===== config.mk =====
export PLATFORM = sky130hd
export DESIGN_NAME = gnrl_iq_interpolator_flat
export DESIGN_NICKNAME = d
export VERILOG_FILES = /design/src/rtl/gnrl_iq_pkg.sv /design/src/rtl/gnrl_iq_interpolator_if.sv /design/src/rtl/gnrl_iq_skid_buf.sv /design/src/rtl/gnrl_iq_interpolator.sv /design/src/flat_wrapper.sv
export SDC_FILE = /design/constraint.sdc
export NUM_CORES = 1
export LEC_CHECK = 0
export ABC_CLOCK_PERIOD_IN_PS = 4770
export CAP_MARGIN = 20
export CORE_UTILIZATION = 52
export DETAILED_ROUTE_END_ITERATION = 8
export MAX_ROUTING_LAYER = met4
export PLACE_DENSITY = 0.81
export SLEW_MARGIN = 30
export SYNTH_ARGS = -nofsm -noshare
export SYNTH_HDL_FRONTEND = slang
export SYNTH_HIERARCHICAL = 1
export SYNTH_SLANG_ARGS = --single-unit

===== constraint.sdc =====
create_clock -name CLK -period 4.77 [get_ports CLK]
set_input_delay 0.954 -clock CLK [delete_from_list [all_inputs] [get_ports CLK]]
set_output_delay 0.954 -clock CLK [all_outputs]
set_load 0.005 [all_outputs]

===== src/rtl/gnrl_iq_pkg.sv =====
// ============================================================================
// Module      : gnrl_iq_pkg
// Description : Shared types and default widths for the IQ interpolator slice.
// Revision    : 1.0 - initial release
// ============================================================================
`default_nettype none

package gnrl_iq_pkg;

    localparam int c_DATA_WIDTH = 32;
    localparam int c_INT_WIDTH  = 16;

    typedef enum logic [0:0] {
        IDLE = 1'b0,
        EMIT = 1'b1
    } state_t;

    typedef struct packed {
        logic [c_DATA_WIDTH-1:0] i;
        logic [c_DATA_WIDTH-1:0] q;
    } iq_pair_t;

endpackage

`default_nettype wire


===== src/rtl/gnrl_iq_interpolator_if.sv =====
// ============================================================================
// Module      : gnrl_iq_interpolator_if
// Description : Input/output IQ streams and control of the interpolator.
// Revision    : 1.0 - initial release
// ============================================================================
`default_nettype none

interface gnrl_iq_interpolator_if
    import gnrl_iq_pkg::*;
#(
    parameter int DATA_WIDTH = c_DATA_WIDTH,
    parameter int INT_WIDTH  = c_INT_WIDTH
);

    logic [DATA_WIDTH-1:0] dataI;
    logic [DATA_WIDTH-1:0] dataQ;
    logic                  in_valid;
    logic                  in_ready;
    logic [INT_WIDTH-1:0]  int_sel;
    logic [DATA_WIDTH-1:0] dataoutI;
    logic [DATA_WIDTH-1:0] dataoutQ;
    logic                  out_valid;
    logic                  out_ready;
    logic                  out_first;
    logic                  underrun;

    modport slave (
        input  dataI, dataQ, in_valid, int_sel, out_ready,
        output in_ready, dataoutI, dataoutQ, out_valid, out_first, underrun
    );

    modport master (
        output dataI, dataQ, in_valid, int_sel, out_ready,
        input  in_ready, dataoutI, dataoutQ, out_valid, out_first, underrun
    );

endinterface

`default_nettype wire


===== src/rtl/gnrl_iq_skid_buf.sv =====
// ============================================================================
// Module      : gnrl_iq_skid_buf
// Description : Two-entry holding/pending buffer for the IQ interpolator.
// Revision    : 1.0 - initial release
// ============================================================================
`default_nettype none

module gnrl_iq_skid_buf #(
    parameter int WIDTH = 64
) (
    input  wire logic             clk,
    input  wire logic             rst_n,
    input  wire logic             i_push,
    input  wire logic             i_pop,
    input  wire logic [WIDTH-1:0] i_data,
    output logic                  o_in_ready,
    output logic                  o_load,
    output logic [WIDTH-1:0]      o_hold_data
);

    logic [WIDTH-1:0] r_hold_data;
    logic [WIDTH-1:0] r_pend_data;
    logic             r_hold_full;
    logic             r_pend_full;
    logic             w_load;
    logic             w_from_pend;

    // Holding refills when vacated (pop) or empty; pending has priority over a same-edge push.
    assign w_from_pend = i_pop & r_pend_full;
    assign w_load      = (i_pop & (r_pend_full | i_push)) | (i_push & ~r_hold_full);

    always_ff @(posedge clk or negedge rst_n) begin
        if (!rst_n) begin
            r_hold_data <= '0;
            r_pend_data <= '0;
            r_hold_full <= 1'b0;
            r_pend_full <= 1'b0;
        end else begin
            if (w_load) begin
                r_hold_data <= w_from_pend ? r_pend_data : i_data;
                r_hold_full <= 1'b1;
            end else if (i_pop) begin
                r_hold_full <= 1'b0;
            end

            if (w_from_pend) begin
                r_pend_full <= 1'b0;
            end else if (i_push && !w_load) begin
                r_pend_data <= i_data;
                r_pend_full <= 1'b1;
            end
        end
    end

    assign o_in_ready  = rst_n & ~r_pend_full;
    assign o_load      = w_load;
    assign o_hold_data = r_hold_data;

endmodule

`default_nettype wire


===== src/rtl/gnrl_iq_interpolator.sv =====
// ============================================================================
// Module      : gnrl_iq_interpolator
// Description : Sample-and-hold IQ interpolator, repeats each pair int_sel times.
// Revision    : 1.0 - initial release
// ============================================================================
`default_nettype none

module gnrl_iq_interpolator
    import gnrl_iq_pkg::*;
#(
    parameter int DATA_WIDTH = c_DATA_WIDTH,
    parameter int INT_WIDTH  = c_INT_WIDTH
) (
    input  wire logic              CLK,
    input  wire logic              RESET,
    gnrl_iq_interpolator_if.slave  bus
);

    state_t                  r_state;
    state_t                  w_state_nxt;
    logic [INT_WIDTH-1:0]    r_cnt;
    logic                    r_first;
    logic                    r_underrun;
    logic                    r_emitted;
    logic                    w_out_valid;
    logic                    w_in_ready;
    logic                    w_push;
    logic                    w_xfer;
    logic                    w_last;
    logic                    w_load;
    logic [INT_WIDTH-1:0]    w_sel_m1;
    logic [2*DATA_WIDTH-1:0] w_hold_data;

    assign w_push   = bus.in_valid & w_in_ready;
    assign w_xfer   = w_out_valid & bus.out_ready;
    assign w_last   = w_xfer & (r_cnt == '0);
    assign w_sel_m1 = (bus.int_sel == '0) ? '0 : bus.int_sel - INT_WIDTH'(1);

    gnrl_iq_skid_buf #(
        .WIDTH (2*DATA_WIDTH)
    ) u_skid_buf (
        .clk         (CLK),
        .rst_n       (RESET),
        .i_push      (w_push),
        .i_pop       (w_last),
        .i_data      ({bus.dataI, bus.dataQ}),
        .o_in_ready  (w_in_ready),
        .o_load      (w_load),
        .o_hold_data (w_hold_data)
    );

    always_ff @(posedge CLK or negedge RESET) begin
        if (!RESET) begin
            r_state <= IDLE;
        end else begin
            r_state <= w_state_nxt;
        end
    end

    always_comb begin
        w_state_nxt = r_state;
        case (r_state)
            IDLE:    if (w_load) w_state_nxt = EMIT;
            EMIT:    if (w_last && !w_load) w_state_nxt = IDLE;
            default: w_state_nxt = IDLE;
        endcase
    end

    always_comb begin
        w_out_valid = 1'b0;
        case (r_state)
            EMIT:    w_out_valid = 1'b1;
            default: w_out_valid = 1'b0;
        endcase
    end

    // int_sel is captured only when a pair enters holding, so a held pair keeps its factor.
    always_ff @(posedge CLK or negedge RESET) begin
        if (!RESET) begin
            r_cnt      <= '0;
            r_first    <= 1'b0;
            r_underrun <= 1'b0;
            r_emitted  <= 1'b0;
        end else begin
            if (w_load) begin
                r_cnt   <= w_sel_m1;
                r_first <= 1'b1;
            end else if (w_xfer) begin
                r_first <= 1'b0;
                if (r_cnt != '0) r_cnt <= r_cnt - INT_WIDTH'(1);
            end

            if (w_xfer) r_emitted <= 1'b1;
            if (r_state == IDLE && bus.out_ready && r_emitted) r_underrun <= 1'b1;
        end
    end

    assign bus.in_ready  = w_in_ready;
    assign bus.out_valid = w_out_valid;
    assign bus.out_first = r_first;
    assign bus.underrun  = r_underrun;
    assign bus.dataoutI  = w_hold_data[2*DATA_WIDTH-1:DATA_WIDTH];
    assign bus.dataoutQ  = w_hold_data[DATA_WIDTH-1:0];

endmodule

`default_nettype wire


===== src/flat_wrapper.sv =====
// flat-port wrapper written by rule: the top's interface ports become plain ports
module gnrl_iq_interpolator_flat import gnrl_iq_pkg::*;
#(
    parameter int DATA_WIDTH = c_DATA_WIDTH,
    parameter int INT_WIDTH  = c_INT_WIDTH
)
  (CLK, RESET, bus_dataI, bus_dataQ, bus_in_valid, bus_int_sel, bus_out_ready, bus_in_ready, bus_dataoutI, bus_dataoutQ, bus_out_valid, bus_out_first, bus_underrun);
  gnrl_iq_interpolator_if #(.DATA_WIDTH(DATA_WIDTH), .INT_WIDTH(INT_WIDTH)) bus_i ();
  input  wire logic CLK;
  input  wire logic RESET;
  input wire logic [$bits(bus_i.dataI)-1:0] bus_dataI;
  input wire logic [$bits(bus_i.dataQ)-1:0] bus_dataQ;
  input wire logic [$bits(bus_i.in_valid)-1:0] bus_in_valid;
  input wire logic [$bits(bus_i.int_sel)-1:0] bus_int_sel;
  input wire logic [$bits(bus_i.out_ready)-1:0] bus_out_ready;
  output wire logic [$bits(bus_i.in_ready)-1:0] bus_in_ready;
  output wire logic [$bits(bus_i.dataoutI)-1:0] bus_dataoutI;
  output wire logic [$bits(bus_i.dataoutQ)-1:0] bus_dataoutQ;
  output wire logic [$bits(bus_i.out_valid)-1:0] bus_out_valid;
  output wire logic [$bits(bus_i.out_first)-1:0] bus_out_first;
  output wire logic [$bits(bus_i.underrun)-1:0] bus_underrun;
  assign bus_i.dataI = bus_dataI;
  assign bus_i.dataQ = bus_dataQ;
  assign bus_i.in_valid = bus_in_valid;
  assign bus_i.int_sel = bus_int_sel;
  assign bus_i.out_ready = bus_out_ready;
  assign bus_in_ready = bus_i.in_ready;
  assign bus_dataoutI = bus_i.dataoutI;
  assign bus_dataoutQ = bus_i.dataoutQ;
  assign bus_out_valid = bus_i.out_valid;
  assign bus_out_first = bus_i.out_first;
  assign bus_underrun = bus_i.underrun;
  gnrl_iq_interpolator #(.DATA_WIDTH(DATA_WIDTH), .INT_WIDTH(INT_WIDTH)) u_core (.CLK(CLK), .RESET(RESET), .bus(bus_i));
endmodule

# Word-level counts from Yosys, hierarchy flattened
# Index checks and enable logic that the tools add are counted.
# W data, S select, Z words.
dict set report totals {
  reg_bits 150
  inputBits 84
  output_inout_bits 68
  wordCells 53
}
dict set report classes {
  add_sub_neg 2
  mux 15
  bitwise 13
  reduce_logical 14
}
# op n
set op_table {}
lappend op_table {{$mux W16} 4}
lappend op_table {{$mux W64} 1}
lappend op_table {{$logic_not A16 Y1} 2}
lappend op_table {{$sub A16 B1 Y16 const B} 2}
lappend op_table {{$reduce_bool A16 Y1} 1}
lappend op_table {{$mux W1} 9}
lappend op_table {{$reduce_bool A2 Y1} 4}
lappend op_table {{$and A1 B1 Y1} 7}
lappend op_table {{$logic_and A1 B1 Y1} 4}
lappend op_table {{$not A1 Y1} 4}
lappend op_table {{$reduce_and A2 Y1} 2}
lappend op_table {{$or A1 B1 Y1} 2}
lappend op_table {{$pmux W1 S2} 1}
lappend op_table {{$logic_not A1 Y1} 1}

# Longest topological paths before layout
# Gate-level depths: netlist of the first run.
dict set report depth {
  ltp_word 10
  mapped_depth 14
  ltp_nobuf 11
}

# Modules after synthesis
# The synthesis of the first run kept the hierarchy.
# mod n_inst cells_each area_each_um2 seq_area_each_um2
set modules_own_cells {}
lappend modules_own_cells {gnrl_iq_skid_buf 1 355 5813.1 3253.1}
lappend modules_own_cells {gnrl_iq_interpolator 1 179 1562.7 500.5}

# Worst setup path after synthesis of the first run
# Ideal clock, no wire load.
dict set report synth_timing {
  kind {register to register}
  startpoint {register u_core.r_cnt[12]}
  endpoint {register u_core.r_cnt[7]}
  setup_ns 0.067
  t_arrival_ns 3.226
  required_time_ns 4.703
  slack_ns 1.477
  path_stages_with_launch 15
  path_buffers 5
  synth_period_minus_slack_ns 3.293
  cell_sequence {dfrtp_1 -> or3_4 -> or4_4 -> buf_6 -> nor3_1 -> o21a_1 -> a21oi_1 -> buf_4 -> buf_4 -> inv_1 -> clkbuf_1 -> o21ai_1 -> clkbuf_1 -> o21ai_0 -> o221a_1}
}
dict set report synth_via {
  elab_chain_len 6
  word_cells_on_any_way 9
  cone_classes {mux (1); bitwise (3); reduce/logical (5)}
}
# item line_no
set synth_rtl {}
lappend synth_rtl {{from (decl)} gnrl_iq_interpolator.sv:21} ;# logic [INT_WIDTH-1:0] r_cnt;
lappend synth_rtl {{from (signal assigned)} gnrl_iq_interpolator.sv:86} ;# r_cnt <= w_sel_m1;
lappend synth_rtl {{from (signal assigned)} gnrl_iq_interpolator.sv:90} ;# if (r_cnt != '0) r_cnt <= r_cnt - INT_WIDTH'(1);
lappend synth_rtl {{$logic_not A16 Y1 (*)} gnrl_iq_interpolator.sv:36} ;# assign w_last = w_xfer & (r_cnt == '0);
lappend synth_rtl {{$and A1 B1 Y1 (*)} gnrl_iq_interpolator.sv:36}
lappend synth_rtl {{via u_core.w_last} gnrl_iq_interpolator.sv:29} ;# logic w_last;
lappend synth_rtl {{$and A1 B1 Y1 (*)} gnrl_iq_skid_buf.sv:30} ;# assign w_load = (i_pop & (r_pend_full | i_push)) | (i_push & ~r_hold_full);
lappend synth_rtl {{$or A1 B1 Y1 (*)} gnrl_iq_skid_buf.sv:30}
lappend synth_rtl {{via u_core.w_load} gnrl_iq_interpolator.sv:30} ;# logic w_load;
lappend synth_rtl {{$reduce_bool A2 Y1 (no source line)} n/a}
lappend synth_rtl {{$reduce_and A2 Y1 (no source line)} n/a}
# The timed path passes the listed nets; every way through them passes the cells marked *.
# A chain may end at the register's enable or synchronous reset.

# Worst setup path after layout of the first run
dict set report layout_timing {
  startpoint {register u_core.r_cnt[12]}
  endpoint {register u_core.u_skid_buf.r_pend_data[9]}
}
dict set report layout_via {
  elab_chain_len 7
  word_cells_on_any_way 9
  cone_classes {bitwise (5); reduce/logical (4)}
}
# item line_no
set layout_rtl {}
lappend layout_rtl {{$logic_not A16 Y1 (*)} gnrl_iq_interpolator.sv:36}
lappend layout_rtl {{$and A1 B1 Y1 (*)} gnrl_iq_interpolator.sv:36}
lappend layout_rtl {{via u_core.w_last} gnrl_iq_interpolator.sv:29}
lappend layout_rtl {{$and A1 B1 Y1} gnrl_iq_skid_buf.sv:30}
lappend layout_rtl {{$or A1 B1 Y1} gnrl_iq_skid_buf.sv:30}
lappend layout_rtl {{$logic_not A1 Y1} gnrl_iq_skid_buf.sv:48} ;# end else if (i_push && !w_load) begin
lappend layout_rtl {{$logic_and A1 B1 Y1} gnrl_iq_skid_buf.sv:48}
lappend layout_rtl {{$reduce_and A2 Y1 (no source line) (*)} n/a}
lappend layout_rtl {{to (signal assigned)} gnrl_iq_skid_buf.sv:49} ;# r_pend_data <= i_data;
lappend layout_rtl {{to (decl)} gnrl_iq_skid_buf.sv:22} ;# logic [WIDTH-1:0] r_pend_data;
# Marks and branches as above.

==> metrics.txt, run 1 <==
Clock Path Buffers 2; CP max-delay cell or4_4; arrival time at the worst endpoint 3720 ps; ys flop type dfrtp_1; Post-CTS Setup Bufs 0; #FFs+latches synth 150; fill count 970; Clk Latency, worst-skew pair 420 ps; initial antenna violation count 0; RePlAce Congestion 0.859; Slew Viols, Final 0; Post-synth EDFFs 0; wire per inst between 15 and 20 um; initial core utilization 53.1%; Largest stage delay, worst path 560 ps; fmax 292 MHz; Synthesized Nets around 620; Final Setup Violations 0; reg2reg end u_core/u_skid_buf/r_pend_data[9]; clock root buffer clkbuf_16; R2R Setup Slk 1350 ps; slew margin rel. 39.9%; Die Wd 121 um; total grt overflow 0; Fin. Hold Viols 0; All-Layer GR Usage about a quarter; Max Cap Viol 0; Die Ht 121 um; crit start category register; Residual DRC 0; initial drt markers 242; Worst setup EP type register; Synth Instances roughly 530; syn avg cell area 13.8 um2; num rows 43; Ys Warns 6; largest net degree at the start of global routing 73; # H-tree levels 4; port bufs 151; share of layout cells above drive strength 1 35.1%; count of different cell masters after synthesis between 50 and 60; RSZ-0062 raised after global routing no; setup TNS 0 ps; vias in the first global route 5120; CTS Buf Count 17; die area between 10000 and 15000 um2; Vias between 4000 and 5000; Pre-antenna DRT Iters 4; Crit Path Category register to register; crit-path max FO 43; Tot Pwr ~2.9 mW; Std-Cell Core Area 13900 um2; fin nets 769; Tmin final 3420 ps; register area 3750 um2; Worst IR Drop VDD around 220 uV; Post-CTS Resized 0; area grow syn2layout 30.8%; Final period util 71.7%; sequential share of the synthesized area 50.9%; Hold Crit Class primary input to async pin; drt via density 5.51; CTS Sinks 150; result of the run completed; Least-Margin Pin Slew 902 ps; Synth Cell Area around 7400 um2; static power due to leakage 4.75 nW; WL final 15500 um; I/O Pins 152; Post-synth ARST share 100%; area of the multi-input gates 3400 um2; clock skew 6.30 ps; WP buf/inv 1; first-pass GRT wire length roughly 26000 um; CTS tree yes; CP top delay family simple AND/OR/NAND/NOR gates; reg2reg start u_core/r_cnt[12]; required time worst endpoint 5070 ps; PD cells 296 nW/um2; # hold bufs at CTS 0; antenna viol nets, final 0; ANT cells 0; worst-case reg-to-reg path depth 7; crit-path cells or3_4, or4_4, nor3_1, nor2b_1, nand2_2, buf_12, mux2_2; Post-DP HPWL about 10000 um; Clk pin slew, worst setup/hold paths 60 ps
-- state kept, by name, summed over array words and instances, names as in the netlist --
register                       count
u_core/u_skid_buf/r_pend_full      1
u_core/bus.out_first               1
u_core/bus.underrun                1
u_core/r_emitted                   1
u_core/r_state                     1
u_core/u_skid_buf/o_hold_data     64
u_core/u_skid_buf/r_hold_full      1
u_core/r_cnt                      16
u_core/u_skid_buf/r_pend_data     64
-- how the worst max path moves through the flow --
stage / depth (start not counted) / end / startpoint / slack [ps]
floorplan: 14 / u_core/r_cnt[7] / u_core/r_cnt[12] / 1480
global placement: 7 / u_core/u_skid_buf/r_pend_data[14] / bus_out_ready / 1210
detailed placement: 7 / u_core/u_skid_buf/r_pend_data[29] / bus_out_ready / 1080
CTS: 7 / u_core/u_skid_buf/r_pend_data[9] / u_core/r_cnt[12] / 1350
global route: 7 / u_core/u_skid_buf/r_pend_data[9] / u_core/r_cnt[12] / 1160
finish: 7 / u_core/u_skid_buf/r_pend_data[9] / u_core/r_cnt[12] / 1350
-- Yosys cell counts, types with 5 or more instances --
| cell | count | share of area (%) |
|---|---|---|
| clkbuf_1 | 6 | 0.31 |
| xor2_1 | 10 | 1.2 |
| buf_4 | 6 | 0.61 |
| mux2_2 | 143 | 22 |
| a21oi_1 | 9 | 0.61 |
| mux2_4 | 49 | 10 |
| dfrtp_1 | 150 | 51 |
| buf_6 | 8 | 1.2 |
| nor3_1 | 11 | 0.75 |
| mux2i_1 | 6 | 0.81 |
| buf_2 | 9 | 0.61 |
| nor2_1 | 23 | 1.2 |
| o21a_1 | 5 | 0.51 |
| inv_1 | 9 | 0.46 |
| nand2_1 | 13 | 0.66 |
-- cells in the final DEF, fill, tap and decap left out, types with 5 or more instances in the layout --
cell type | Yosys | layout
inv_1 | 9 | 9
nor3_1 | 11 | 11
a21oi_1 | 9 | 8
dfrtp_1 | 150 | 150
mux2i_1 | 6 | 6
nor2_1 | 23 | 23
mux2_4 | 49 | 49
o21a_1 | 5 | 5
mux2_2 | 143 | 143
nand2_1 | 13 | 11
xor2_1 | 10 | 10
clkbuf_16 | 0 | 17
clkdlybuf4s50_1 | 0 | 150
-- area by class of cell --
class	instances	area share, %
Sequential cell	150	38.9
Clock buffer	23	5.06
Timing Repair Buffer	158	16.6
Inverter	10	0.415
Multi-Input combinational cell	345	35.2
Clock inverter	7	1.48
Tap cell	180	2.33
-- layer usage --
metal	vias up	GRT usage (%)	share of wire (%)
li1	2239	-	-
met1	2426	29.4	44
met2	122	37.4	49
met3	20	5.73	4.4
met4	0	7.48	1.6
met5	-	-	0
-- metrics by stage --
step	util (%)	hold slack (ps)	cell area [um2]	setup slack, ps	std cells
after floorplan	-	435	7380	1480	534
after global placement	64.9	460	9010	1210	843
after detailed placement	64.9	465	9010	1080	843
after CTS	69.5	327	9640	1350	873
after global routing	69.5	323	9650	1160	873
final	69.5	347	9650	1350	873
-- logic make-up after synthesis --
logic type,after synthesis,synth area share [%]
adders and majority gates,3,0.509
and+or+nand+nor,83,6.24
AOI/OAI and AO/OA,47,4.78
xor gates and xnor gates,14,1.66
DFF,150,50.9
muxes,198,32.6
buffers and inverters,39,3.29
-- power breakdown --
| group | internal (mW) | leakage, nW | switching (mW) |
|---|---|---|---|
| combinational | 0.100 | 2.35 | 0.0639 |
| clock | 0.927 | 0.310 | 0.493 |
| sequential | 1.27 | 2.09 | 0.000181 |
Note: power is estimated with default switching activity, not from simulation.
==> run 2: changes to the inputs <==
- ABC_CLOCK_PERIOD_IN_PS: 4770 -> 2950
- CORE_UTILIZATION: 52 -> 47
- PLACE_DENSITY: 0.81 -> 0.77
- clock period: 4.77 -> 2.95 ns (I/O delays scaled with it)
==> run 2 against run 1 <==
  * Final cell count is 4.8% higher
  * Worst hold slack worse by 20 ps
  * Routed wire length is 0.41% higher
  * Sequential share of layout area is 0.74 points lower
  * Clock power is 64% higher
  * Via count is 0.83% higher
  * First-iteration DRC count is 8.3% lower
  * Largest cell class unchanged
  * Largest power group unchanged
==> metrics.txt, run 2 (synthesis gave the netlist of run 1 again) <==
RSZ-0062 raised after global routing no; placed cells 883 (+4.7%); WL final 15500 um (+0.41%); CTS Buf Count 17 (unchanged); Least-Margin Pin Slew 785 ps (-117 ps); Die Ht 127 um (+5.1%); Worst setup EP type register; Tmin final 2730 ps (-695 ps); most frequent cells in the layout 150 x clkdlybuf4s50_1, 150 x dfrtp_1, 143 x mux2_2, 49 x mux2_4, 23 x nor2_1; drt via density 5.30 (-3.8%); Fin. Hold Viols 0 (unchanged); port bufs 151 (unchanged); Residual DRC 0 (unchanged); die area 16200 um2 (+10%); Clk Latency, worst-skew pair 420 ps (about the same); static power due to leakage 4.81 nW (+1.1%); largest net degree at the start of global routing 151 (+110%); fin nets 778 (+1.2%); reg2reg start u_core/r_cnt[12]; clock root buffer clkbuf_16; required time worst endpoint 3310 ps (-1760 ps); worst-case reg-to-reg path depth 10 (+3); Final Setup Violations 0 (unchanged); fin cells 915 (+4.8%); Final Core Density 64.5% (-5.1 points); All-Layer GR Usage 21.0% (-2.4 points); area grow syn2layout 33.3%; fill count 1135 (+17%); total grt overflow 0 (unchanged); fmax 367 MHz (+26%); initial drt markers 222 (-8.3%); antenna viol nets, final 0 (unchanged); Slew Viols, Final 0 (unchanged); vias in the first global route 5191 (+1.4%); CTS tree yes; I/O Pins 152 (unchanged); clock skew 9.00 ps (+2.70 ps); Clock Path Buffers 2 (unchanged); Crit Path Category register to register; Worst IR Drop VDD 402 uV (+81%); initial antenna violation count 0 (unchanged); result of the run completed; Max Cap Viol 0 (unchanged); Clk pin slew, worst setup/hold paths 60 ps (about the same); num rows 45 (+4.7%); wire per inst 17.0 um (-4.2%); share of layout cells above drive strength 1 36.9% (+1.9 points); arrival time at the worst endpoint 3080 ps (-640 ps); Die Wd 127 um (+5.1%); Pre-antenna DRT Iters 4 (unchanged); Hold Crit Class primary input to async pin; Final period util 92.4% (+21 points); Std-Cell Core Area 15300 um2 (+9.9%); RePlAce Congestion 0.894 (+4.1%); setup TNS 0 ps (unchanged); crit-path max FO 8 (-81%); slew margin rel. 47.7% (+7.8 points); area of the multi-input gates 3420 um2 (+0.59%); initial core utilization 48.3% (-4.8 points); ANT cells 0 (unchanged); first-pass GRT wire length 25600 um (-0.54%); Post-DP HPWL 10500 um (about the same); reg2reg end u_core/r_cnt[7]; # H-tree levels 4 (unchanged); R2R Setup Slk 220 ps (-1120 ps); register area 3750 um2 (unchanged); crit start category register; PD cells 473 nW/um2 (+60%); CTS Sinks 150 (unchanged); Vias 4847 (+0.83%)
==> run 2: cell types whose count changed in the layout (fill, tap and decap cells not counted), sizes merged <==
cell / before / now
clkbuf: 23 / 19
inv: 11 / 12
buf: 8 / 17
clkinvlp: 0 / 5
==> run 2: metrics by stage <==
step / power [mW] / setup WS [ps] / hold WS, ps / instance area [um2]
6_report: 4.65 / 224 / 326 / 9830
5_1_grt: 4.82 / 76.0 / 392 / 9830
4_1_cts: 4.72 / 84.7 / 360 / 9830
3_5_place_dp: 2.36 / 109 / 453 / 9180
3_3_place_gp: 2.36 / 220 / 452 / 9180
2_1_floorplan: 2.18 / 14.2 / 294 / 7400
==> run 2: how the worst max path moves through the flow <==
stage,start,cells after the start,to
final,u_core/r_cnt[12],10,u_core/r_cnt[7]
after global placement,u_core/r_cnt[12],10,u_core/r_cnt[2]
after CTS,u_core/r_cnt[12],10,u_core/r_cnt[2]
after global routing,u_core/r_cnt[12],10,u_core/r_cnt[7]
after floorplan,u_core/r_cnt[12],14,u_core/r_cnt[7]
after detailed placement,u_core/r_cnt[12],10,u_core/r_cnt[2]
==> run 2: power by group <==
group | switching, mW | internal (mW) | leakage (nW) | total [mW]
registers | 0.000351 | 2.06 | 2.09 | 2.06
clock network | 0.858 | 1.47 | 0.300 | 2.33
logic | 0.101 | 0.164 | 2.42 | 0.265
total | 0.959 | 3.69 | 4.81 | 4.65
==> run 2: cell type report <==
| cell class | instances | area share [%] |
|---|---|---|
| clock inverter | 13 | 1.98 |
| tap | 211 | 2.68 |
| sequential | 150 | 38.2 |
| clock buffer | 19 | 4.61 |
| timing repair buffer | 167 | 17.4 |
| multi-input combinational | 345 | 34.8 |
| inverter | 10 | 0.407 |
==> run 2: worst max-delay path, cell delays in order, from the launching register on <==
cell	delay, ps
dfrtp_1	400
or3_4	410
or4_4	570
nor3_4	270
o21a_1	210
a21oi_4	50
inv_2	140
o21ai_2	80
buf_4	160
o21ai_0	180
o221a_1	200
==> run 2: metal layers <==
layer	track usage (%)	routed length, um	share of wire [%]	vias to the layer above
met3	4.15	668	4.3	15
met5	-	0	0	-
met2	35.8	8050	52	127
met1	24.6	6620	43	2455
li1	-	-	-	2250
met4	7.77	198	1.3	0
==> run 2: timing repair <==
action                                  CTS  global route
setup buffers                             0             0
hold buffers                              0             0
resized for setup                         0             2
endpoints found under the setup margin    0             3
==> run 3: changes to the inputs <==
- SLEW_MARGIN: 30 -> not set
==> results of run 3 <==
Same layout as run 2: the final DEF is identical, and so are final timing and power.
